### config.mk
export PLATFORM = sky130hd
export DESIGN_NAME = noc_packet_sink
export DESIGN_NICKNAME = d
export VERILOG_FILES = /design/src/rtl/noc_pkg.sv /design/src/rtl/noc_sink_buffer.sv /design/src/rtl/noc_packet_sink.sv
export SDC_FILE = /design/constraint.sdc
export NUM_CORES = 1
export LEC_CHECK = 0
export CAP_MARGIN = 10
export CORE_MARGIN = 4
export CORE_UTILIZATION = 40
export DETAILED_ROUTE_END_ITERATION = 10
export GPL_ROUTABILITY_DRIVEN = 0
export HOLD_SLACK_MARGIN = 0.12
export SLEW_MARGIN = 20
export SYNTH_ARGS = -nofsm -noshare
export SYNTH_HDL_FRONTEND = slang
export SYNTH_HIERARCHICAL = 1
export SYNTH_SLANG_ARGS = --single-unit
### constraint.sdc
create_clock -name clk -period 5.2 [get_ports clk]
set_input_delay 0.52 -clock clk [delete_from_list [all_inputs] [get_ports clk]]
set_output_delay 0.52 -clock clk [all_outputs]
set_load 0.01 [all_outputs]
### src/rtl/noc_pkg.sv
// Shared NoC definitions: flit type codes, field positions and sink FSM states.
package noc_pkg;

  typedef enum logic [1:0] {
    FLIT_INVALID = 2'd0,
    FLIT_HEAD    = 2'd1,
    FLIT_BODY    = 2'd2,
    FLIT_TAIL    = 2'd3
  } flit_type_e;

  localparam int unsigned TYPE_MSB  = 31;
  localparam int unsigned TYPE_LSB  = 30;
  localparam int unsigned SRC_MSB   = 7;
  localparam int unsigned SRC_LSB   = 4;
  localparam int unsigned DEST_MSB  = 3;
  localparam int unsigned DEST_LSB  = 0;
  localparam int unsigned PAYLOAD_W = 30;

  typedef enum logic [1:0] {
    RX_HEAD,
    RX_BODY,
    DROP,
    TX
  } sink_state_e;

  function automatic flit_type_e flit_type(input logic [31:0] flit);
    return flit_type_e'(flit[TYPE_MSB:TYPE_LSB]);
  endfunction

endpackage

### src/rtl/noc_sink_buffer.sv
// Single-packet payload store: registered write port, combinational read by index.
module noc_sink_buffer
  import noc_pkg::*;
#(
  parameter int unsigned DEPTH  = 8,
  parameter int unsigned ADDR_W = 3
) (
  input  logic                 clk,
  input  logic                 wr_en,
  input  logic [ADDR_W-1:0]    wr_addr,
  input  logic [PAYLOAD_W-1:0] wr_data,
  input  logic [ADDR_W-1:0]    rd_addr,
  output logic [PAYLOAD_W-1:0] rd_data
);

  logic [PAYLOAD_W-1:0] mem [DEPTH];

  // Payload write; contents need no reset since pointers gate every read.
  always_ff @(posedge clk) begin
    if (wr_en) begin
      mem[wr_addr] <= wr_data;
    end
  end

  assign rd_data = mem[rd_addr];

endmodule

### src/rtl/noc_packet_sink.sv
// Ejection-side network interface: frames flits into one buffered packet,
// then replays the payload on a packet stream. Counts packets and errors.
// Optional build macro NOC_SINK_DEST_CHECK_EN: drop heads whose dest != NODE_ID.
module noc_packet_sink
  import noc_pkg::*;
#(
  parameter int unsigned NODE_ID     = 0,
  parameter int unsigned DATA_WIDTH  = 32,
  parameter int unsigned MAX_PAYLOAD = 8
) (
  input  logic                  clk,
  input  logic                  rst,
  input  logic [DATA_WIDTH-1:0] data_in,
  input  logic                  valid_in,
  output logic                  ready_in,
  output logic [29:0]           pkt_data,
  output logic                  pkt_valid,
  input  logic                  pkt_ready,
  output logic                  pkt_last,
  output logic [3:0]            pkt_src,
  output logic [3:0]            pkt_len,
  output logic [15:0]           pkt_count,
  output logic [7:0]            err_count,
  output logic                  err_pulse
);

  localparam int unsigned PTR_W  = $clog2(MAX_PAYLOAD + 1);
  localparam int unsigned ADDR_W = (MAX_PAYLOAD > 1) ? $clog2(MAX_PAYLOAD) : 1;

  sink_state_e          state_q, state_n;
  logic [PTR_W-1:0]     wptr_q, wptr_n;
  logic [ADDR_W-1:0]    rptr_q, rptr_n;
  logic [PTR_W-1:0]     len_q, len_n;
  logic [3:0]           src_q, src_n;
  logic [15:0]          pkt_count_q;
  logic [7:0]           err_count_q;
  logic                 err_pulse_q;

  logic                 flit_acc;
  logic                 word_acc;
  logic                 full;
  logic                 last_word;
  logic                 dest_ok;
  logic                 wr_en;
  logic                 err_ev;
  logic                 deliver;
  logic                 tx;
  flit_type_e           ftype;
  logic [PAYLOAD_W-1:0] rd_data;

`ifdef NOC_SINK_DEST_CHECK_EN
  assign dest_ok = (data_in[DEST_MSB:DEST_LSB] == 4'(NODE_ID));
`else
  logic unused_dest;
  assign unused_dest = ^{data_in[DEST_MSB:DEST_LSB], 4'(NODE_ID)};
  assign dest_ok     = 1'b1;
`endif

  assign tx        = (state_q == TX);
  assign ready_in  = !rst && !tx;
  assign flit_acc  = valid_in && ready_in;
  assign word_acc  = tx && pkt_ready;
  assign ftype     = flit_type(data_in[31:0]);
  assign full      = (wptr_q == PTR_W'(MAX_PAYLOAD));
  assign last_word = (PTR_W'(rptr_q) == (len_q - PTR_W'(1)));

  noc_sink_buffer #(
    .DEPTH  (MAX_PAYLOAD),
    .ADDR_W (ADDR_W)
  ) u_buffer (
    .clk     (clk),
    .wr_en   (wr_en),
    .wr_addr (wptr_q[ADDR_W-1:0]),
    .wr_data (data_in[PAYLOAD_W-1:0]),
    .rd_addr (rptr_q),
    .rd_data (rd_data)
  );

  // State register.
  always_ff @(posedge clk) begin
    if (rst) begin
      state_q <= RX_HEAD;
    end else begin
      state_q <= state_n;
    end
  end

  // Next-state, pointer updates and event strobes.
  always_comb begin
    state_n = state_q;
    wptr_n  = wptr_q;
    rptr_n  = rptr_q;
    len_n   = len_q;
    src_n   = src_q;
    wr_en   = 1'b0;
    err_ev  = 1'b0;
    deliver = 1'b0;
    unique case (state_q)
      RX_HEAD: begin
        if (flit_acc) begin
          if (ftype == FLIT_HEAD) begin
            src_n   = data_in[SRC_MSB:SRC_LSB];
            wptr_n  = '0;
            state_n = dest_ok ? RX_BODY : DROP;
            err_ev  = !dest_ok;
          end else begin
            err_ev = 1'b1;
          end
        end
      end
      RX_BODY: begin
        if (flit_acc) begin
          unique case (ftype)
            FLIT_HEAD: begin
              // Abort and restart share one error event even if dest also fails.
              err_ev  = 1'b1;
              src_n   = data_in[SRC_MSB:SRC_LSB];
              wptr_n  = '0;
              state_n = dest_ok ? RX_BODY : DROP;
            end
            FLIT_BODY, FLIT_TAIL: begin
              if (full) begin
                err_ev  = 1'b1;
                state_n = DROP;
              end else begin
                wr_en  = 1'b1;
                wptr_n = wptr_q + PTR_W'(1);
                if (ftype == FLIT_TAIL) begin
                  len_n   = wptr_q + PTR_W'(1);
                  rptr_n  = '0;
                  state_n = TX;
                end
              end
            end
            default: err_ev = 1'b1;
          endcase
        end
      end
      DROP: begin
        if (flit_acc) begin
          if (ftype == FLIT_HEAD) begin
            src_n   = data_in[SRC_MSB:SRC_LSB];
            wptr_n  = '0;
            state_n = dest_ok ? RX_BODY : DROP;
            err_ev  = !dest_ok;
          end else if (ftype == FLIT_TAIL) begin
            state_n = RX_HEAD;
          end
        end
      end
      TX: begin
        if (word_acc) begin
          if (last_word) begin
            deliver = 1'b1;
            rptr_n  = '0;
            state_n = RX_HEAD;
          end else begin
            rptr_n = rptr_q + ADDR_W'(1);
          end
        end
      end
      default: state_n = RX_HEAD;
    endcase
  end

  // Datapath registers and saturating counters.
  always_ff @(posedge clk) begin
    if (rst) begin
      wptr_q      <= '0;
      rptr_q      <= '0;
      len_q       <= '0;
      src_q       <= '0;
      pkt_count_q <= '0;
      err_count_q <= '0;
      err_pulse_q <= 1'b0;
    end else begin
      wptr_q      <= wptr_n;
      rptr_q      <= rptr_n;
      len_q       <= len_n;
      src_q       <= src_n;
      err_pulse_q <= err_ev;
      if (deliver && (pkt_count_q != '1)) begin
        pkt_count_q <= pkt_count_q + 16'd1;
      end
      if (err_ev && (err_count_q != '1)) begin
        err_count_q <= err_count_q + 8'd1;
      end
    end
  end

  assign pkt_valid = tx;
  assign pkt_data  = tx ? rd_data : '0;
  assign pkt_last  = tx && last_word;
  assign pkt_src   = tx ? src_q : '0;
  assign pkt_len   = tx ? 4'(len_q) : '0;
  assign pkt_count = pkt_count_q;
  assign err_count = err_count_q;
  assign err_pulse = err_pulse_q;

endmodule

==> flow_results.xml <==
<?xml version="1.0" encoding="UTF-8"?>
<metrics>
  <group name="logic_synthesis">
    <metric name="synth_most_common_cell" unit="">sky130_fd_sc_hd__edfxtp_1</metric>
    <metric name="yosysWarningCount" unit="">6</metric>
    <metric name="dominantRegCellSynth" unit="">sky130_fd_sc_hd__edfxtp_1</metric>
    <metric name="yosys.cell_types.count" unit="">46</metric>
    <metric name="synth_largest_type_area_fraction" unit="">0.612</metric>
    <metric name="netlist_instances" unit="">670</metric>
    <metric name="ys_seq_elements" unit="">282</metric>
    <metric name="synth_area" unit="um2">11800</metric>
    <metric name="synthesis.nets" unit="">712</metric>
    <metric name="syn_avg_cell_area" unit="um2">17.6</metric>
    <metric name="ys_top_cells_by_count" unit="">240 x sky130_fd_sc_hd__edfxtp_1, 60 x sky130_fd_sc_hd__mux4_1, 42 x sky130_fd_sc_hd__dfxtp_1</metric>
    <metric name="synthTopCellsByArea" unit="">sky130_fd_sc_hd__edfxtp_1 61%, sky130_fd_sc_hd__mux4_1 13%, sky130_fd_sc_hd__dfxtp_1 7.1%, sky130_fd_sc_hd__mux2_2 3.4%, sky130_fd_sc_hd__and3_1 2.2%</metric>
    <metric name="library_cell_occupying_the_most_area_in_the_post_synthesis_netlist" unit="">sky130_fd_sc_hd__edfxtp_1</metric>
    <metric name="synth_edf_count" unit="">240</metric>
    <metric name="async_flop_share" unit="">0</metric>
    <metric name="synth.yosys.seq_area_share" unit="">0.684</metric>
  </group>
  <group name="floorplanning">
    <metric name="placeableCoreArea" unit="um2">28900</metric>
    <metric name="die_width" unit="um">180</metric>
    <metric name="count_of_standard_cell_rows" unit="">62</metric>
    <metric name="initial_utilization" unit="">0.408</metric>
    <metric name="die_h" unit="um">180</metric>
    <metric name="io_pins" unit="">102</metric>
    <metric name="dieArea" unit="um2">32200</metric>
  </group>
  <group name="worst_hold_path">
    <metric name="hold_path.class" unit="">flop to flop</metric>
  </group>
  <group name="sta">
    <metric name="final_min_period_over_clock_period" unit="">0.725</metric>
    <metric name="max-slew-margin-rel" unit="">0.322</metric>
    <metric name="report.final.slew_viol_count" unit="">0</metric>
    <metric name="clock.fmax" unit="MHz">265</metric>
    <metric name="tns" unit="ps">0</metric>
    <metric name="finClkSkew" unit="ps">7.85</metric>
    <metric name="worst_slew_pin_slew" unit="ps">1010</metric>
    <metric name="final-setup-viol-count" unit="">0</metric>
    <metric name="grt_setup_unrepaired" unit="">no</metric>
    <metric name="hold_violations" unit="">0</metric>
    <metric name="finalCriticalPeriod" unit="ps">3770</metric>
  </group>
  <group name="clock_tree">
    <metric name="tritoncts" unit="">yes</metric>
    <metric name="cts-root-buf" unit="">sky130_fd_sc_hd__clkbuf_16</metric>
    <metric name="ctsLongestPathBuffers" unit="">3</metric>
    <metric name="cts-htree-levels" unit="">1</metric>
    <metric name="clock_insertion_delay_worst_skew" unit="ps">540</metric>
    <metric name="numClockSinks" unit="">282</metric>
    <metric name="worst_setup_hold_path_clk_slew" unit="ps">60</metric>
    <metric name="postCtsResizedCells" unit="">0</metric>
    <metric name="numCtsBuffers" unit="">30</metric>
    <metric name="hold_buffers" unit="">0</metric>
    <metric name="postCtsSetupRepairBufs" unit="">0</metric>
  </group>
  <group name="global_route">
    <metric name="initial_antenna_violation_count" unit="">0</metric>
    <metric name="grt_pass1_wl" unit="um">38700</metric>
    <metric name="largest_net_degree_at_the_start_of_global_routing" unit="">64</metric>
    <metric name="grt_usage" unit="">0.149</metric>
    <metric name="grt_pass1_vias" unit="">6786</metric>
    <metric name="gr-total-overflow" unit="">0</metric>
  </group>
  <group name="place">
    <metric name="dp.final_hpwl" unit="um">14900</metric>
    <metric name="portBuffers" unit="">101</metric>
  </group>
  <group name="power_and_ir_drop">
    <metric name="p_leak" unit="nW">4.66</metric>
    <metric name="ir_worst_vdd" unit="mV">0.268</metric>
    <metric name="power_density" unit="nW/um2">331</metric>
  </group>
  <group name="layout">
    <metric name="layout.filler_cells" unit="">2415</metric>
    <metric name="area_delta_synth_final" unit="%">21.2</metric>
    <metric name="final_core_util" unit="">0.494</metric>
    <metric name="nets" unit="">817</metric>
    <metric name="antennaDiodeCount" unit="">0</metric>
    <metric name="final_layout_size_suffix_gt1_frac" unit="">0.131</metric>
  </group>
  <group name="routing">
    <metric name="detail_route.iter0.violations" unit="">339</metric>
    <metric name="routedWlPerCell" unit="um">20.9</metric>
    <metric name="drt-total-wl" unit="um">24700</metric>
    <metric name="drt_pre_antenna_iters" unit="">4</metric>
    <metric name="vias" unit="">6454</metric>
    <metric name="drc" unit="">0</metric>
    <metric name="post_drt_antenna_nets" unit="">0</metric>
    <metric name="viasPerCell" unit="">5.46</metric>
  </group>
  <group name="critical_path">
    <metric name="worst-path-max-fanout" unit="">5</metric>
    <metric name="crit_required" unit="ps">4680</metric>
    <metric name="worstPathArrival" unit="ps">3250</metric>
    <metric name="timing.setup.critical_path_class" unit="">flop to primary output</metric>
    <metric name="crit_path_end_kind" unit="">primary output</metric>
    <metric name="start_kind" unit="">flop</metric>
  </group>
  <group name="run_status">
    <metric name="run_status" unit="">completed</metric>
  </group>
  <group name="run">
    <metric name="max_cap_violations" unit="">0</metric>
  </group>
</metrics>
[worst paths after layout]
check / cells past startpoint / slack, ps / to / start
worst max register to register: 4 / 1560 / u_buffer/mem[2][12] / state_q[0]
worst max-delay path: 7 / 1430 / pkt_last / len_q[0]
worst min-delay path: 2 / 490 / wptr_q[3] / wptr_q[3]
worst min register to register: 2 / 490 / wptr_q[3] / wptr_q[3]
[stage by stage]
stage                     setup WS (ps)  total power [mW]  instance area [um2]  hold WS (ps)  std cells
after floorplan                     968              2.56                11800           452        670
after global placement             1580              2.63                13200           469       1124
after detailed placement           1490              2.63                13200           480       1124
after CTS                          1260              4.78                14200           489       1180
after global routing               1220              4.89                14300           519       1183
final                              1430              4.72                14300           491       1183
[metal layers]
layer | GRT usage | wire (um) | vias up
met5 | 0 | 0 | -
met4 | 0.0326 | 463 | 0
met3 | 0.0293 | 1220 | 34
met2 | 0.255 | 12100 | 184
met1 | 0.199 | 10900 | 3277
li1 | - | - | 2959
[flip-flops by register name, summed over array words and instances (netlist names)]
signal        flops
len_q             4
rptr_q            3
err_pulse         1
state_q           2
src_q             4
u_buffer/mem    240
pkt_count        16
err_count         8
wptr_q            4
[area by class of cell]
class	instances	area, um2	share of cell area
Clock inverter	22	243	0.0170
Multi-Input combinational cell	343	3550	0.249
Timing Repair Buffer	111	1150	0.0803
Clock buffer	34	766	0.0537
Inverter	7	26.3	0.00184
Tap cell	384	480	0.0337
Sequential cell	282	8060	0.564
[where the power goes]
group          switching, mW  internal (mW)  leakage (nW)  total, mW
clock network          0.836           1.30         0.485       2.14
logic                 0.0590         0.0455          1.68      0.105
registers             0.0221           2.46          2.50       2.48
total                  0.917           3.81          4.66       4.72
[critical path, stage by stage (launching register included)]
cell and delay (ps):
sky130_fd_sc_hd__dfxtp_1 400, sky130_fd_sc_hd__inv_1 90, sky130_fd_sc_hd__ha_1 210, sky130_fd_sc_hd__xor2_1 150, sky130_fd_sc_hd__or4b_4 500, sky130_fd_sc_hd__a211oi_1 580
sky130_fd_sc_hd__and2_1 230, sky130_fd_sc_hd__clkdlybuf4s50_1 540
[logic make-up (layout without fill, tap and decap cells)]
| group | count (synthesis) | count (layout) | synth area share |
|---|---|---|---|
| buf+inv | 45 | 174 | 0.0194 |
| xor+xnor | 11 | 11 | 0.00818 |
| flops | 282 | 282 | 0.684 |
| compound gates | 52 | 52 | 0.0284 |
| mux | 100 | 100 | 0.172 |
| fa+ha+maj | 6 | 6 | 0.00638 |
| simple gates | 174 | 174 | 0.0824 |
[layout by cell type (no fill, tap or decap), types with 7 or more instances in the layout]
cell / netlist / layout
sky130_fd_sc_hd__or4_1: 7 / 7
sky130_fd_sc_hd__clkinv_1: 0 / 8
sky130_fd_sc_hd__nand3_1: 12 / 12
sky130_fd_sc_hd__nand2b_1: 8 / 8
sky130_fd_sc_hd__xnor2_1: 9 / 9
sky130_fd_sc_hd__o21ai_0: 8 / 8
sky130_fd_sc_hd__clkdlybuf4s50_1: 0 / 101
sky130_fd_sc_hd__mux4_1: 60 / 60
sky130_fd_sc_hd__buf_4: 0 / 7
sky130_fd_sc_hd__mux2_2: 36 / 36
sky130_fd_sc_hd__nand2_1: 19 / 19
sky130_fd_sc_hd__inv_1: 7 / 7
sky130_fd_sc_hd__nor3_1: 10 / 8
sky130_fd_sc_hd__and3_1: 41 / 41
sky130_fd_sc_hd__edfxtp_1: 240 / 240
sky130_fd_sc_hd__dfxtp_1: 42 / 38
sky130_fd_sc_hd__nor2_1: 37 / 31
sky130_fd_sc_hd__o31ai_1: 7 / 7
sky130_fd_sc_hd__a21oi_1: 20 / 20
sky130_fd_sc_hd__clkbuf_16: 0 / 30
Note: power is estimated with default switching activity, not from simulation.
